## src/rtl/debounce_pkg.sv

```systemverilog
// rtl/debounce_pkg.sv - shared constants and helpers for input-conditioning blocks
package debounce_pkg;

  localparam int DEF_STABLE_TICKS = 20;
  localparam int DEF_SYNC_STAGES  = 2;

  // Counter only has to reach STABLE_TICKS-1; one spare code keeps the width safe for STABLE_TICKS=1.
  function automatic int cnt_width(input int stable_ticks);
    return (stable_ticks < 1) ? 1 : $clog2(stable_ticks + 1);
  endfunction

endpackage

```

## src/rtl/debounce_channel.sv

```systemverilog
// rtl/debounce_channel.sv - one debounced channel: synchroniser, stability counter, edge strobes
module debounce_channel
  import debounce_pkg::*;
#(
  parameter int   STABLE_TICKS = DEF_STABLE_TICKS,
  parameter int   SYNC_STAGES  = DEF_SYNC_STAGES,
  parameter logic RESET_LEVEL  = 1'b0
) (
  input  logic i_clk,
  input  logic i_rst,
  input  logic i_tick,
  input  logic i_data,
  output logic o_data,
  output logic o_rise,
  output logic o_fall
);

  localparam int            CW       = cnt_width(STABLE_TICKS);
  localparam logic [CW-1:0] CNT_LAST = CW'(STABLE_TICKS - 1);

  logic [SYNC_STAGES-1:0] sync_q;
  logic                   sync;
  logic [CW-1:0]          cnt_q, cnt_d;
  logic                   data_q, data_d;
  logic                   rise_q, rise_d;
  logic                   fall_q, fall_d;

  assign sync = sync_q[SYNC_STAGES-1];

  always_ff @(posedge i_clk or posedge i_rst) begin
    if (i_rst) begin
      sync_q <= {SYNC_STAGES{RESET_LEVEL}};
      cnt_q  <= '0;
      data_q <= RESET_LEVEL;
      rise_q <= 1'b0;
      fall_q <= 1'b0;
    end else begin
      sync_q <= {sync_q[SYNC_STAGES-2:0], i_data};
      cnt_q  <= cnt_d;
      data_q <= data_d;
      rise_q <= rise_d;
      fall_q <= fall_d;
    end
  end

  // A single matching sample clears the count, so only an unbroken run of differing ticks is accepted.
  always_comb begin
    cnt_d  = cnt_q;
    data_d = data_q;
    rise_d = 1'b0;
    fall_d = 1'b0;
    if (sync == data_q) begin
      cnt_d = '0;
    end else if (i_tick) begin
      if (cnt_q == CNT_LAST) begin
        cnt_d  = '0;
        data_d = sync;
        rise_d = sync;
        fall_d = ~sync;
      end else begin
        cnt_d = cnt_q + CW'(1);
      end
    end
  end

  assign o_data = data_q;
  assign o_rise = rise_q;
  assign o_fall = fall_q;

endmodule

```

## src/rtl/multi_debouncer.sv

```systemverilog
// rtl/multi_debouncer.sv - array of independent debounce channels sharing one sample tick
module multi_debouncer
  import debounce_pkg::*;
#(
  parameter int   CHANNELS     = 4,
  parameter int   STABLE_TICKS = DEF_STABLE_TICKS,
  parameter int   SYNC_STAGES  = DEF_SYNC_STAGES,
  parameter logic RESET_LEVEL  = 1'b0
) (
  input  logic                i_clk,
  input  logic                i_rst,
  input  logic                i_tick,
  input  logic [CHANNELS-1:0] i_data,
  output logic [CHANNELS-1:0] o_data,
  output logic [CHANNELS-1:0] o_rise,
  output logic [CHANNELS-1:0] o_fall
);

  for (genvar n = 0; n < CHANNELS; n++) begin : g_ch
    debounce_channel #(
      .STABLE_TICKS(STABLE_TICKS),
      .SYNC_STAGES (SYNC_STAGES),
      .RESET_LEVEL (RESET_LEVEL)
    ) u_ch (
      .i_clk (i_clk),
      .i_rst (i_rst),
      .i_tick(i_tick),
      .i_data(i_data[n]),
      .o_data(o_data[n]),
      .o_rise(o_rise[n]),
      .o_fall(o_fall[n])
    );
  end

endmodule

```

## config.mk

```make
export PLATFORM = sky130hd
export DESIGN_NAME = multi_debouncer
export DESIGN_NICKNAME = d
export VERILOG_FILES = /design/src/rtl/debounce_pkg.sv /design/src/rtl/debounce_channel.sv /design/src/rtl/multi_debouncer.sv
export SDC_FILE = /design/constraint.sdc
export NUM_CORES = 1
export LEC_CHECK = 0
export ABC_CLOCK_PERIOD_IN_PS = 1400
export BUFFER_PORTS_ARGS = -buffer_cell sky130_fd_sc_hd__buf_2
export CAP_MARGIN = 15
export CORE_ASPECT_RATIO = 0.9
export CORE_MARGIN = 3
export CORE_UTILIZATION = 48
export CTS_CLUSTER_SIZE = 24
export DETAILED_ROUTE_END_ITERATION = 10
export PLACE_DENSITY = 0.8
export SLEW_MARGIN = 15
export SYNTH_ARGS = -nofsm -noshare
export SYNTH_HDL_FRONTEND = slang
export SYNTH_SLANG_ARGS = --single-unit
```

## constraint.sdc

```tcl
create_clock -name i_clk -period 1.4 [get_ports i_clk]
set_clock_uncertainty 0.1 [all_clocks]
set_input_delay 0.07 -clock i_clk [delete_from_list [all_inputs] [get_ports i_clk]]
set_output_delay 0.07 -clock i_clk [all_outputs]
set_load 0.02 [all_outputs]
```

==> summary.md, run 1 <==
| Metric | Value |
|---|---|
| Number of global-route vias before repair | `1,417` |
| Area of the die | `around 4700 µm²` |
| Worst reg2reg path startpoint | `g_ch[2].u_ch.cnt_q[0]$_DFFE_PP0P_` |
| Clock transition at the registers of the reported paths | `roughly 80 ps` |
| Number of port buffers | `18` |
| Final net count | `approximately 210` |
| Cell count after placement | `around 220` |
| Area share of fa/ha/maj cells after synthesis | `under 10%` |
| Run status | `finished, violations left` |
| Final number of setup-violating endpoints | `8` |
| Total Routing Usage GR | `between 10% and 20%` |
| Post-DR wirelength/cell | `roughly 14 µm` |
| RR Endpoint | `g_ch[2].u_ch.o_data$_DFFE_PP0P_` |
| Number of detailed-routing iterations run before antenna repair | `4` |
| Final hold violation count | `0` |
| Compound-gate portion of the synthesized area | `5.871%` |
| Dpl hpwl | `2293 µm` |
| Residual DRC | `0` |
| Peak per-stage delay on the critical path | `370 ps` |
| CTS tree | `done` |
| Initial drt markers | `around 60` |
| Number of buffers added by the clock tree synthesis step | `5` |
| Buffers and inverters on the worst path | `0` |
| Post-Syn Area per Cell | `around 12 µm²` |
| Count of placed standard cells in the final layout, fillers left out | `roughly 250` |
| Combined area of the multi-input logic cells | `~840 µm²` |
| Hold-critical path depth | `3` |
| Post-Synthesis Cells | `approximately 160` |
| Fraction of registers with async set/reset | `100.0%` |
| Diodes inserted | `0` |
| Num ports | `19` |
| Minimum clock period after layout | `1487 ps` |
| Failing checks | `negative setup slack` |
| P_leak | `around 1.1 nW` |
| Required arrival time at the worst endpoint | `roughly 1500 ps` |
| Share of cells above drive strength 1 | `a little under two fifths` |
| Count of pins over their slew limit | `0` |
| Yosys synthesis warning count | `0` |
| Worst Slack Setup Final | `-87.49 ps` |
| Worst max-slew margin expressed relative to the limit | `between 60% and 70%` |
| CP Cell Sequence | `ha_2 -> nor4bb_4 -> nand2_2 -> mux2_4` |
| Routability-driven placement congestion ratio | `approximately 0.8` |
| Worst Tran Pin Value | `558.7 ps` |
| Fraction of synthesized area in multiplexers | `a little over 4%` |
| Place WS | `-115.1 ps` |
| Top library cells by usage in the layout, fill and taps aside | `dfrtp_1, buf_4, buf_2` |
| Cell Rows | `20` |
| Antenna violations before repair | `0` |
| Vias after detailed routing | `between 1k and 1.5k` |
| Die span in x | `a little over 70 µm` |
| Arrival time at the worst endpoint | `around 1600 ps` |
| Sequential cell area in the final layout | `about 1000 µm²` |
| Post-Synthesis Net Count | `170` |
| Fraction of the mapped netlist area in simple logic gates | `24.55%` |
| Fill cell count | `267` |
| Tightest Hold Check Type | `input pin to flip-flop` |
| Chip height | `65.30 µm` |
| Critical path launch point type | `flip-flop` |
| Peak clock frequency supported by timing | `between 600 and 700 MHz` |
| Detailed Route WL | `between 3000 and 4000 µm` |
| Hold EP | `g_ch[3].u_ch.cnt_q[0]$_DFFE_PP0P_` |
| Total of flip-flops plus latches after synthesis | `40` |
| EDFF count, synth | `0` |
| Most frequently used flop master after synthesis | `dfrtp_1` |
| Area of the mapped netlist | `~1900 µm²` |
| Kind of critical path | `flip-flop to flip-flop` |
| Clock Root Buffer | `clkbuf_8` |
| Proportion of synthesized chip area in sequential cells | `a little over half` |
| Kind of end point of the critical path | `flip-flop` |
| Cell family with most CP delay | `simple AND/OR/NAND/NOR gates` |
| Flop2flop setup slack | `-90 ps` |
| Vias/cell | `~5.2` |
| Wire length of the first global-routing pass | `6016 µm` |
| RSZ-0062 raised after global routing | `yes` |
| Initial standard-cell utilization of the core | `a little over half` |
| Cell variety after synth | `30` |
| Max H-tree Level | `2` |
| Worst-path cell with the longest stage delay | `dfrtp_1` |
| Worst IR drop on VDD | `~550 µV` |
| Number of sinks on the clock net | `40` |
| Longest Clk Path Bufs | `2` |
| Maximum fanout along the worst path | `3` |
| Share of the synthesized netlist area taken by xor and xnor gates | `between 3 and 4%` |
| Max Cap Viol | `0` |
| Remaining antenna violation count after routing | `0` |
| Latest clock arrival within the worst-skew pair | `roughly 290 ps` |
| Tcrit/Tclk final | `106.2%` |
| Gr ovfl total | `0` |
| Area added between synthesis and finish | `24.15%` |
| Most frequent standard cell in the layout excluding fill and tap cells | `dfrtp_1` |
| Largest family of logic cells by synthesized area | `simple AND/OR/NAND/NOR gates` |
| Path depth of the worst reg2reg path | `4` |
| Launch instance of the worst min-delay path | `i_tick` |
| Maximum number of pins on one net before global-route repair | `just over 40` |
| Power density over the cells | `roughly 930 nW/µm²` |
| Total core area | `between 3000 and 4000 µm²` |
[per-stage QoR]
step                utilization (%)  total power, mW  hold slack [ps]  TNS (ps)  instance area [µm²]
finish                        65.53            2.172            146.6    -334.8                 2328
global route                  65.53            2.291            144.3     -1012                 2328
CTS                           62.99            2.172            132.3    -204.2                 2238
detailed placement            57.61            1.365            79.74    -360.1                 2047
global placement              57.61            1.350            78.24    -74.47                 2047
floorplan                         -            1.305            1.430    -62.11                 1878
[state kept, by name (all words and copies together), names as in the netlist]
name / count
g_ch.u_ch.cnt_q: 20
g_ch.u_ch.sync_q: 8
g_ch.u_ch.o_data: 4
g_ch.u_ch.o_fall: 4
g_ch.u_ch.o_rise: 4
[power breakdown]
group          switching, mW  internal, mW  total (mW)  leakage [nW]
clock                  0.390         0.393       0.783        0.0510
sequential            0.0248          1.18        1.21         0.535
combinational         0.0868        0.0936       0.180         0.501
[worst max-delay path by stage]
stage                                      start                               to  slack [ps]  depth (start not counted)
2_1_floorplan  g_ch[1].u_ch.cnt_q[0]$_DFFE_PP0P_  g_ch[1].u_ch.o_data$_DFFE_PP0P_         -60                          4
3_3_place_gp   g_ch[1].u_ch.cnt_q[0]$_DFFE_PP0P_  g_ch[1].u_ch.o_data$_DFFE_PP0P_         -70                          4
3_5_place_dp   g_ch[1].u_ch.cnt_q[1]$_DFFE_PP0P_  g_ch[1].u_ch.o_data$_DFFE_PP0P_        -120                          4
4_1_cts        g_ch[2].u_ch.cnt_q[0]$_DFFE_PP0P_  g_ch[2].u_ch.o_data$_DFFE_PP0P_         -70                          4
5_1_grt        g_ch[2].u_ch.cnt_q[0]$_DFFE_PP0P_  g_ch[2].u_ch.o_data$_DFFE_PP0P_        -130                          4
6_report       g_ch[2].u_ch.cnt_q[0]$_DFFE_PP0P_  g_ch[2].u_ch.o_data$_DFFE_PP0P_         -90                          4
[cell type report]
| cell class | count | area share, % |
|---|---|---|
| clock buffers | 6 | 3.546 |
| clock inverters | 2 | 0.4299 |
| inverters | 1 | 0.1612 |
| multi-input cells | 103 | 35.95 |
| flip-flops and latches | 40 | 42.99 |
| well taps | 44 | 2.364 |
| repair buffers | 49 | 14.56 |
[logic make-up (layout without fill, tap and decap cells)]
family,after synthesis,in the layout
flip-flops,40,40
buffers and inverters,16,58
multiplexers,6,6
adder cells (fa/ha/maj),4,4
AND/OR/NAND/NOR,63,63
XOR/XNOR,8,8
AO/OA/AOI/OAI,22,22
[worst register-to-register path, cell delays in order (launching register included)]
cell and delay, ps:
dfrtp_1 370, ha_2 190, nor4bb_4 270, nand2_2 130
mux2_4 320
[routing by layer]
metal	global-route usage, %	vias to the layer above	wire length (µm)
li1	-	623	-
met1	18.67	646	1486
met2	28.78	11	1902
met3	5.046	6	93
met4	7.042	0	53
met5	0	-	0
[synthesized netlist by cell type, types with 2 or more instances]
| cell type | count | area share [%] |
|---|---|---|
| a21oi_1 | 14 | 3.7 |
| nor3b_1 | 8 | 3.2 |
| nand4bb_1 | 2 | 1.2 |
| nor2b_1 | 6 | 2.0 |
| or3b_1 | 2 | 0.93 |
| mux2i_1 | 2 | 1.1 |
| buf_2 | 2 | 0.53 |
| xnor2_1 | 4 | 1.9 |
| dfrtp_1 | 40 | 53 |
| nand3b_1 | 2 | 0.80 |
| nand3_1 | 2 | 0.53 |
| nand2_2 | 3 | 1.0 |
| nand4_1 | 4 | 1.3 |
| o21ai_0 | 4 | 1.1 |
| nor4bb_4 | 3 | 4.0 |
| nand2b_1 | 6 | 2.0 |
| xor2_1 | 4 | 1.9 |
| nor2_1 | 6 | 1.2 |
| buf_4 | 12 | 4.8 |
| mux2_4 | 3 | 2.4 |
| nand2_1 | 8 | 1.6 |
| o21ai_1 | 4 | 1.1 |
| ha_1 | 4 | 2.7 |
| or3_1 | 4 | 1.3 |
| and2b_1 | 2 | 0.80 |
| and4b_1 | 4 | 2.1 |
[timing repair]
item	in CTS	in global routing
gates resized for setup	5	10
hold buffers	5	0
cloned	0	0
setup buffers	4	5
hold endpoints to repair	44	0
pin swaps	5	10
endpoints found under the setup margin	9	16
(Power assumes the default switching activity.)
==> inputs of run 2 (changes only) <==
--- a/config.mk
+++ b/config.mk
@@ -5,15 +5,18 @@
 export SDC_FILE = /design/constraint.sdc
 export NUM_CORES = 1
 export LEC_CHECK = 0
+export ABC_AREA = 1
 export ABC_CLOCK_PERIOD_IN_PS = 1400
 export BUFFER_PORTS_ARGS = -buffer_cell sky130_fd_sc_hd__buf_2
 export CAP_MARGIN = 15
 export CORE_ASPECT_RATIO = 0.9
 export CORE_MARGIN = 3
 export CORE_UTILIZATION = 48
+export CTS_CLUSTER_DIAMETER = 80
 export CTS_CLUSTER_SIZE = 24
 export DETAILED_ROUTE_END_ITERATION = 10
-export PLACE_DENSITY = 0.8
+export PLACE_DENSITY = 0.79
+export RECOVER_POWER = 100
 export SLEW_MARGIN = 15
 export SYNTH_ARGS = -nofsm -noshare
 export SYNTH_HDL_FRONTEND = slang
==> summary.md, run 2 <==
| Metric | Value |
|---|---|
| Max Cap Viol | `0 (unchanged)` |
| Combined area of the multi-input logic cells | `730.7 µm² (-13%)` |
| Setup TNS | `0 ps (+334.8 ps)` |
| Required arrival time at the worst endpoint | `1540 ps (+60 ps)` |
| Maximum fanout along the worst path | `4 (+1)` |
| Fin area | `2143 µm² (-8.0%)` |
| RR Endpoint | `g_ch[3].u_ch.cnt_q[4]$_DFFE_PP0P_` |
| Power density over the cells | `1001 nW/µm² (+7.3%)` |
| Sequential cell area in the final layout | `1001 µm² (unchanged)` |
| Diodes inserted | `0 (unchanged)` |
| Share of cells above drive strength 1 | `12.21% (-25 points)` |
| Number of detailed-routing iterations run before antenna repair | `4 (unchanged)` |
| Cell Rows | `21 (+5.0%)` |
| Top register by number of flip-flops | `g_ch.u_ch.cnt_q` |
| Post-Synthesis Cells | `244 (+53%)` |
| Total of flip-flops plus latches after synthesis | `40 (unchanged)` |
| Die span in x | `73.43 µm (+2.1%)` |
| Vias after detailed routing | `1,492 (+16%)` |
| GR met2 Demand/Resource | `22.66% (-6.1 points)` |
| Max H-tree Level | `2 (unchanged)` |
| Num ports | `19 (unchanged)` |
| Cell count after placement | `294 (+32%)` |
| Fill cell count | `350 (+31%)` |
| Worst hold-check slack | `71.82 ps (-74.82 ps)` |
| Routability-driven placement congestion ratio | `0.8353 (+5.7%)` |
| Number of global-route vias before repair | `1,251 (-12%)` |
| Latest clock arrival within the worst-skew pair | `300 ps (about the same)` |
| Tcrit/Tclk final | `94.38% (-12 points)` |
| Dpl hpwl | `2182 µm (-4.8%)` |
| Count of pins over their slew limit | `0 (unchanged)` |
| Most frequent cells after synthesis | `nand2_1, dfrtp_1, inv_1, buf_4` |
| Placement Cell Area | `2006 µm² (-2.0%)` |
| Clock transition at the registers of the reported paths | `80 ps (about the same)` |
| Clock Root Buffer | `clkbuf_8` |
| Antenna violations before repair | `0 (unchanged)` |
| GR Layer Usage met1 | `17.75% (-0.91 points)` |
| P_leak | `1.193 nW (+9.8%)` |
| Chip height | `66.69 µm (+2.1%)` |
| Most instantiated library cell after synthesis | `nand2_1` |
| Longest Clk Path Bufs | `2 (unchanged)` |
| Final hold violation count | `0 (unchanged)` |
| GRT met3 Usage | `4.072% (-0.97 points)` |
| Worst Tran Pin Value | `508.0 ps (-50.77 ps)` |
| Final number of setup-violating endpoints | `0 (-8)` |
| Detailed Route WL | `3228 µm (-8.7%)` |
| Run status | `finished, final reports clean` |
| Initial drt markers | `78 (+32%)` |
| Top Registers | `g_ch.u_ch.cnt_q: 20 flops, g_ch.u_ch.sync_q: 8 flops` |
| Vias/cell | `4.844 (-7.7%)` |
| Cell variety after synth | `18 (-40%)` |
| Area of the mapped netlist | `1964 µm² (+4.7%)` |
| Final net count | `272 (+29%)` |
| Post-DR wirelength/cell | `10.48 µm (-27%)` |
| Most frequently used flop master after synthesis | `dfrtp_1` |
| Number of flip-flops under the largest register name | `20 (unchanged)` |
| Setup crit end | `g_ch[3].u_ch.cnt_q[4]$_DFFE_PP0P_` |
| Path depth of the worst reg2reg path | `8 (+4)` |
| CTS tree | `done` |
| Post-Synthesis Net Count | `255 (+50%)` |
| Kind of end point of the critical path | `flip-flop` |
| Kind of critical path | `flip-flop to flip-flop` |
| Remaining antenna violation count after routing | `0 (unchanged)` |
| Number of sinks on the clock net | `40 (unchanged)` |
| Area added between synthesis and finish | `9.109%` |
| Synth area leader | `dfrtp_1` |
| Total Routing Usage GR | `14.44% (-2.1 points)` |
| Yosys synthesis warning count | `0 (unchanged)` |
| Critical Path Start | `g_ch[3].u_ch.cnt_q[1]$_DFFE_PP0P_` |
| Post-Syn Area per Cell | `8.051 µm² (-32%)` |
| Proportion of synthesized chip area in sequential cells | `50.96% (-2.4 points)` |
| RSZ-0062 raised after global routing | `no` |
| Total core area | `3836 µm² (+8.0%)` |
| Worst Slack Setup Final | `78.69 ps (+166.2 ps)` |
| Maximum number of pins on one net before global-route repair | `41 (unchanged)` |
| Arrival time at the worst endpoint | `1460 ps (-100 ps)` |
| Number of port buffers | `18 (unchanged)` |
| Synth top area cells | `dfrtp_1, nand2_1, inv_1` |
| Top-area cell type share of the netlist area | `50.96% (-2.4 points)` |
| Critical path launch point type | `flip-flop` |
| Layer carrying the most global-route usage | `met2` |
| Wire length of the first global-routing pass | `5278 µm (-12%)` |
| Most frequent standard cell in the layout excluding fill and tap cells | `nand2_1` |
| Count of placed standard cells in the final layout, fillers left out | `308 (+26%)` |
| Tightest Hold Check Type | `input pin to flip-flop` |
| Top library cells by usage in the layout, fill and taps aside | `nand2_1, dfrtp_1, inv_1` |
| Worst max-slew margin expressed relative to the limit | `66.14% (+3.7 points)` |
| EDFF count, synth | `0 (unchanged)` |
| Total power | `2.145 mW (-1.3%)` |
| Worst IR drop on VDD | `600.1 µV (+9.0%)` |
| Final design utilization | `55.87% (-9.7 points)` |
| Number of buffers added by the clock tree synthesis step | `5 (unchanged)` |
| Initial standard-cell utilization of the core | `51.21% (-1.6 points)` |
| Peak clock frequency supported by timing | `756.8 MHz (+13%)` |
| Gr ovfl total | `0 (unchanged)` |
| Worst reg2reg path startpoint | `g_ch[3].u_ch.cnt_q[1]$_DFFE_PP0P_` |
| Area of the die | `4897 µm² (+4.3%)` |
| Place WS | `83.95 ps (+199.0 ps)` |
| Flop2flop setup slack | `80 ps (+170 ps)` |
| Minimum clock period after layout | `1321 ps (-166.2 ps)` |
| Residual DRC | `0 (unchanged)` |
| Fraction of registers with async set/reset | `100.0% (unchanged)` |
[run 2: cell count changes after synthesis, sizes merged, moves of 8 or more]
cell   change
nor2      +13
a21oi     -13
inv       +30
nand2     +91
nand3     +10
nor3b      -8
nand4      +8
[run 2: where the power goes]
| part | internal [mW] | switching [mW] |
|---|---|---|
| registers | 1.19 | 0.0287 |
| logic | 0.0528 | 0.0876 |
| clock network | 0.402 | 0.388 |
[run 2: cell families (layout without fill, tap and decap cells)]
group,after synthesis,count (layout),share of synthesized area [%]
and+or+nand+nor,147,147,32.29
buffers and inverters,47,65,12.10
DFF,40,40,50.96
adders and majority gates,4,4,2.548
AOI/OAI and AO/OA,3,3,0.7641
xor gates and xnor gates,3,3,1.338
[run 2: metal layers]
metal	part of all wire (%)	vias to the layer above
met1	49	684
met4	1.6	0
met2	46	23
li1	-	779
met5	0	-
met3	3.2	6
[run 2: cell type report]
class / instances / share of cell area (%)
timing repair buffer: 26 / 6.889
sequential: 40 / 46.70
clock buffer: 8 / 4.203
inverter: 31 / 5.429
multi-input combinational: 157 / 34.09
tap: 46 / 2.685
[run 2: timing repair]
action                                  4_1_cts  5_1_grt
hold buffers                                  5        0
setup buffers                                 0        1
resized for setup                             0        5
endpoints found under the hold margin        44        0
endpoints found under the setup margin        0       12
[run 2: critical path: stages (launching register included)]
cell and delay [ps]:
dfrtp_1 400, ha_2 190, nand2_1 60, inv_1 50, nand2_2 80, nand2_1 70, nor2_2 160, nand2_1 90
nand2_1 60
[run 2: worst min path at each step]
stage                                                    to  slack, ps  cells past startpoint      start
after global placement     g_ch[3].u_ch.sync_q[0]$_DFF_PP0_         80                      1  i_data[3]
after detailed placement   g_ch[1].u_ch.sync_q[0]$_DFF_PP0_         80                      1  i_data[1]
final                     g_ch[1].u_ch.cnt_q[3]$_DFFE_PP0P_         70                      3     i_tick
after global routing      g_ch[1].u_ch.cnt_q[3]$_DFFE_PP0P_         90                      3     i_tick
after floorplan            g_ch[0].u_ch.sync_q[0]$_DFF_PP0_          1                      0  i_data[0]
after CTS                 g_ch[1].u_ch.cnt_q[3]$_DFFE_PP0P_         80                      3     i_tick
==> inputs of run 3 (changes only) <==
--- a/config.mk
+++ b/config.mk
@@ -20,4 +20,5 @@
 export SLEW_MARGIN = 15
 export SYNTH_ARGS = -nofsm -noshare
 export SYNTH_HDL_FRONTEND = slang
+export SYNTH_HIERARCHICAL = 1
 export SYNTH_SLANG_ARGS = --single-unit
==> summary.md, run 3 <==
| Metric | Value |
|---|---|
| Total of flip-flops plus latches after synthesis | `40 (unchanged)` |
| Maximum fanout along the worst path | `5 (+1)` |
| Fraction of registers with async set/reset | `100.0% (unchanged)` |
| Initial standard-cell utilization of the core | `51.40% (+0.20 points)` |
| Final number of setup-violating endpoints | `0 (unchanged)` |
| Diodes inserted | `0 (unchanged)` |
| Switching power as a share of total power | `22.09% (-1.4 points)` |
| Combinational fraction of design power | `6.1% (-0.4 points)` |
| Fraction of the mapped netlist area in simple logic gates | `34.77% (+2.5 points)` |
| Latest clock arrival within the worst-skew pair | `290 ps (about the same)` |
| Worst max-slew margin expressed relative to the limit | `73.43% (+7.3 points)` |
| Peak clock frequency supported by timing | `762.5 MHz (+0.75%)` |
| Wire length of the first global-routing pass | `6051 µm (+15%)` |
| Fraction of synthesized area in multiplexers | `0% (unchanged)` |
| Max Cap Viol | `0 (unchanged)` |
| Setup TNS | `0 ps (unchanged)` |
| Dpl hpwl | `2481 µm (+14%)` |
| EDFF count, synth | `0 (unchanged)` |
| Run status | `finished, final reports clean` |
| Number of sinks on the clock net | `40 (unchanged)` |
| Post-Synthesis Cells | `240 (-1.6%)` |
| Peak per-stage delay on the critical path | `430 ps (+30 ps)` |
| Top register by number of flip-flops | `g_ch.u_ch/cnt_q` |
| Kind of end point of the critical path | `flip-flop` |
| Longest Clk Path Bufs | `2 (unchanged)` |
| Worst IR drop on VDD | `948.2 µV (+58%)` |
| CTS tree | `done` |
| Critical path launch point type | `flip-flop` |
| Antenna violations before repair | `0 (unchanged)` |
| Post-Syn Area per Cell | `8.216 µm² (+2.1%)` |
| RSZ-0062 raised after global routing | `no` |
| Number of port buffers | `18 (unchanged)` |
| Minimum clock period after layout | `1312 ps (-9.784 ps)` |
| Arrival time at the worst endpoint | `1400 ps (-60 ps)` |
| Total power | `2.398 mW (+12%)` |
| Number of setup buffers added after CTS | `0 (unchanged)` |
| Post-Synthesis Net Count | `251 (-1.6%)` |
| Cell count after placement | `301 (+2.4%)` |
| Power spent charging and discharging nets | `0.5296 mW (+5.1%)` |
| Top library cells by usage in the layout, fill and taps aside | `nand2_1, dfrtp_1, inv_1` |
| Worst reg2reg path startpoint | `g_ch[3].u_ch/cnt_q[0]$_DFFE_PP0P_` |
| Area added between synthesis and finish | `14.91%` |
| Required arrival time at the worst endpoint | `1480 ps (-60 ps)` |
| Most frequent standard cell in the layout excluding fill and tap cells | `nand2_1` |
| Yosys synthesis warning count | `6 (+6)` |
| Seq pwr share | `51.0% (-5.6 points)` |
| Vias/cell | `4.885 (+0.85%)` |
| Routability-driven placement congestion ratio | `0.8278 (-0.90%)` |
| Synth area leader | `dfrtp_1` |
| Area share of fa/ha/maj cells after synthesis | `2.538% (-0.0097 points)` |
| Tightest Hold Check Type | `input pin to flip-flop` |
| Chip height | `66.81 µm (+0.17%)` |
| Largest family of logic cells by synthesized area | `simple AND/OR/NAND/NOR gates` |
| Detailed Route WL | `3548 µm (+9.9%)` |
| Die span in x | `73.56 µm (+0.18%)` |
| Area of the die | `4914 µm² (+0.35%)` |
| Critical Path Start | `g_ch[3].u_ch/cnt_q[0]$_DFFE_PP0P_` |
| Maximum number of pins on one net before global-route repair | `21 (-49%)` |
| Worst hold-check slack | `132.9 ps (+61.07 ps)` |
| Cell internal pwr | `1.868 mW (+14%)` |
| Compound-gate portion of the synthesized area | `1.777% (+1.0 points)` |
| Gr ovfl total | `0 (unchanged)` |
| Share of cells above drive strength 1 | `15.30% (+3.1 points)` |
| Cell variety after synth | `14 (-4)` |
| Vias after detailed routing | `1,534 (+2.8%)` |
| Max H-tree Level | `2 (unchanged)` |
| Top-area cell type share of the netlist area | `50.76% (-0.19 points)` |
| CP Cell Sequence | `ha_2 -> nand2_2 -> nor2_4 -> nand3_1 -> nand2_1 -> nand2_1` |
| Launch instance of the worst min-delay path | `i_tick` |
| Total Routing Usage GR | `16.24% (+1.8 points)` |
| Number of buffers added by the clock tree synthesis step | `5 (unchanged)` |
| Worst-path cell with the longest stage delay | `dfrtp_1` |
| Count of placed standard cells in the final layout, fillers left out | `314 (+1.9%)` |
| Final net count | `278 (+2.2%)` |
| Number of global-route vias before repair | `1,442 (+15%)` |
| Power density over the cells | `1058 nW/µm² (+5.8%)` |
| Synth top area cells | `dfrtp_1, nand2_1, inv_1` |
| Fin area | `2266 µm² (+5.7%)` |
| Cell mode on critical path | `nand2_1` |
| Number of detailed-routing iterations run before antenna repair | `4 (unchanged)` |
| Clock Root Buffer | `clkbuf_8` |
| Fraction of power consumed by the clock network | `42.9% (+6.1 points)` |
| Number of flip-flops under the largest register name | `20 (unchanged)` |
| Post-DR wirelength/cell | `11.30 µm (+7.8%)` |
| Residual DRC | `0 (unchanged)` |
| Area of the mapped netlist | `1972 µm² (+0.38%)` |
| Most frequent cells after synthesis | `nand2_1, dfrtp_1, inv_1, nand3_1, nand4_1` |
| Most instantiated library cell after synthesis | `nand2_1` |
| Worst Tran Pin Value | `398.5 ps (-109.4 ps)` |
| Tcrit/Tclk final | `93.68% (-0.70 points)` |
| Clock transition at the registers of the reported paths | `70 ps (about the same)` |
| Final hold violation count | `0 (unchanged)` |
| Cell Rows | `21 (unchanged)` |
| Share of the synthesized netlist area taken by xor and xnor gates | `1.777% (+0.44 points)` |
| Total core area | `3836 µm² (unchanged)` |
| Top Registers | `g_ch.u_ch/cnt_q: 20 flops, g_ch.u_ch/sync_q: 8 flops` |
| Initial drt markers | `99 (+27%)` |
| P_leak | `1.183 nW (-0.89%)` |
| Num ports | `19 (unchanged)` |
| Most frequently used flop master after synthesis | `dfrtp_1` |
| Count of pins over their slew limit | `0 (unchanged)` |
| Kind of critical path | `flip-flop to flip-flop` |
| Remaining antenna violation count after routing | `0 (unchanged)` |
| Proportion of synthesized chip area in sequential cells | `50.76% (-0.19 points)` |
| Placement Cell Area | `2082 µm² (+3.8%)` |
run 3: final timing paths:
path | endpoint | slack, ps | cells after the start
min in group asynchronous | g_ch[3].u_ch/cnt_q[4]$_DFFE_PP0P_ | 230 | 3
setup / recovery | g_ch[3].u_ch/o_data$_DFFE_PP0P_ | 90 | 6
setup reg to reg | g_ch[3].u_ch/o_data$_DFFE_PP0P_ | 90 | 6
max in group asynchronous | g_ch[2].u_ch/o_rise$_DFF_PP0_ | 680 | 3
hold reg to reg | g_ch[0].u_ch/sync_q[1]$_DFF_PP0_ | 250 | 0
hold / removal | g_ch[0].u_ch/cnt_q[1]$_DFFE_PP0P_ | 130 | 3
run 3: power by group through the flow:
stage	clock network (mW)	logic [mW]	registers, mW
3_3_place_gp	0	0.132	1.24
5_1_grt	1.09	0.175	1.23
2_1_floorplan	0	0.0968	1.23
6_report	1.03	0.147	1.22
3_5_place_dp	0	0.136	1.24
4_1_cts	1.05	0.146	1.22
run 3: logic make-up after synthesis:
| family | count (synthesis) |
|---|---|
| buffers and inverters | 36 |
| xor gates and xnor gates | 4 |
| and+or+nand+nor | 152 |
| DFF | 40 |
| adders and majority gates | 4 |
| AOI/OAI and AO/OA | 4 |
run 3: metal layers:
metal  GRT usage (%)  wire length (µm)  vias up
met5               0                 0        -
met4           7.692                62        0
met3           4.223               188        7
met2           25.33              1659       34
met1           20.86              1638      694
li1                -                 -      799
run 3: critical path, delay by kind of cell, from the launching register on:
| kind | cells | cell delay [ps] |
|---|---|---|
| fa+ha+maj | 1 | 250 |
| simple gates | 5 | 430 |
| flops | 1 | 430 |
run 3: area by class of cell:
class                      instances  area (µm²)
clock inverter                     1       30.03
tap                               46       57.56
fill                             339        1570
sequential                        40        1001
inverter                          32       120.1
multi-input combinational        164       830.8
clock buffer                       7       96.34
timing repair buffer              24       130.1
run 3: what timing repair did:
item / in CTS / in global routing
hold endpoints to repair: 44 / 0
hold buffers: 5 / 0
gates resized for setup: 0 / 7
endpoints found under the setup margin: 0 / 17
run 3: stage by stage:
stage	setup slack (ps)	util (%)
floorplan	189.4	-
global placement	103.1	54.27
detailed placement	67.42	54.27
CTS	52.11	58.87
global route	12.99	59.07
finish	88.47	59.07
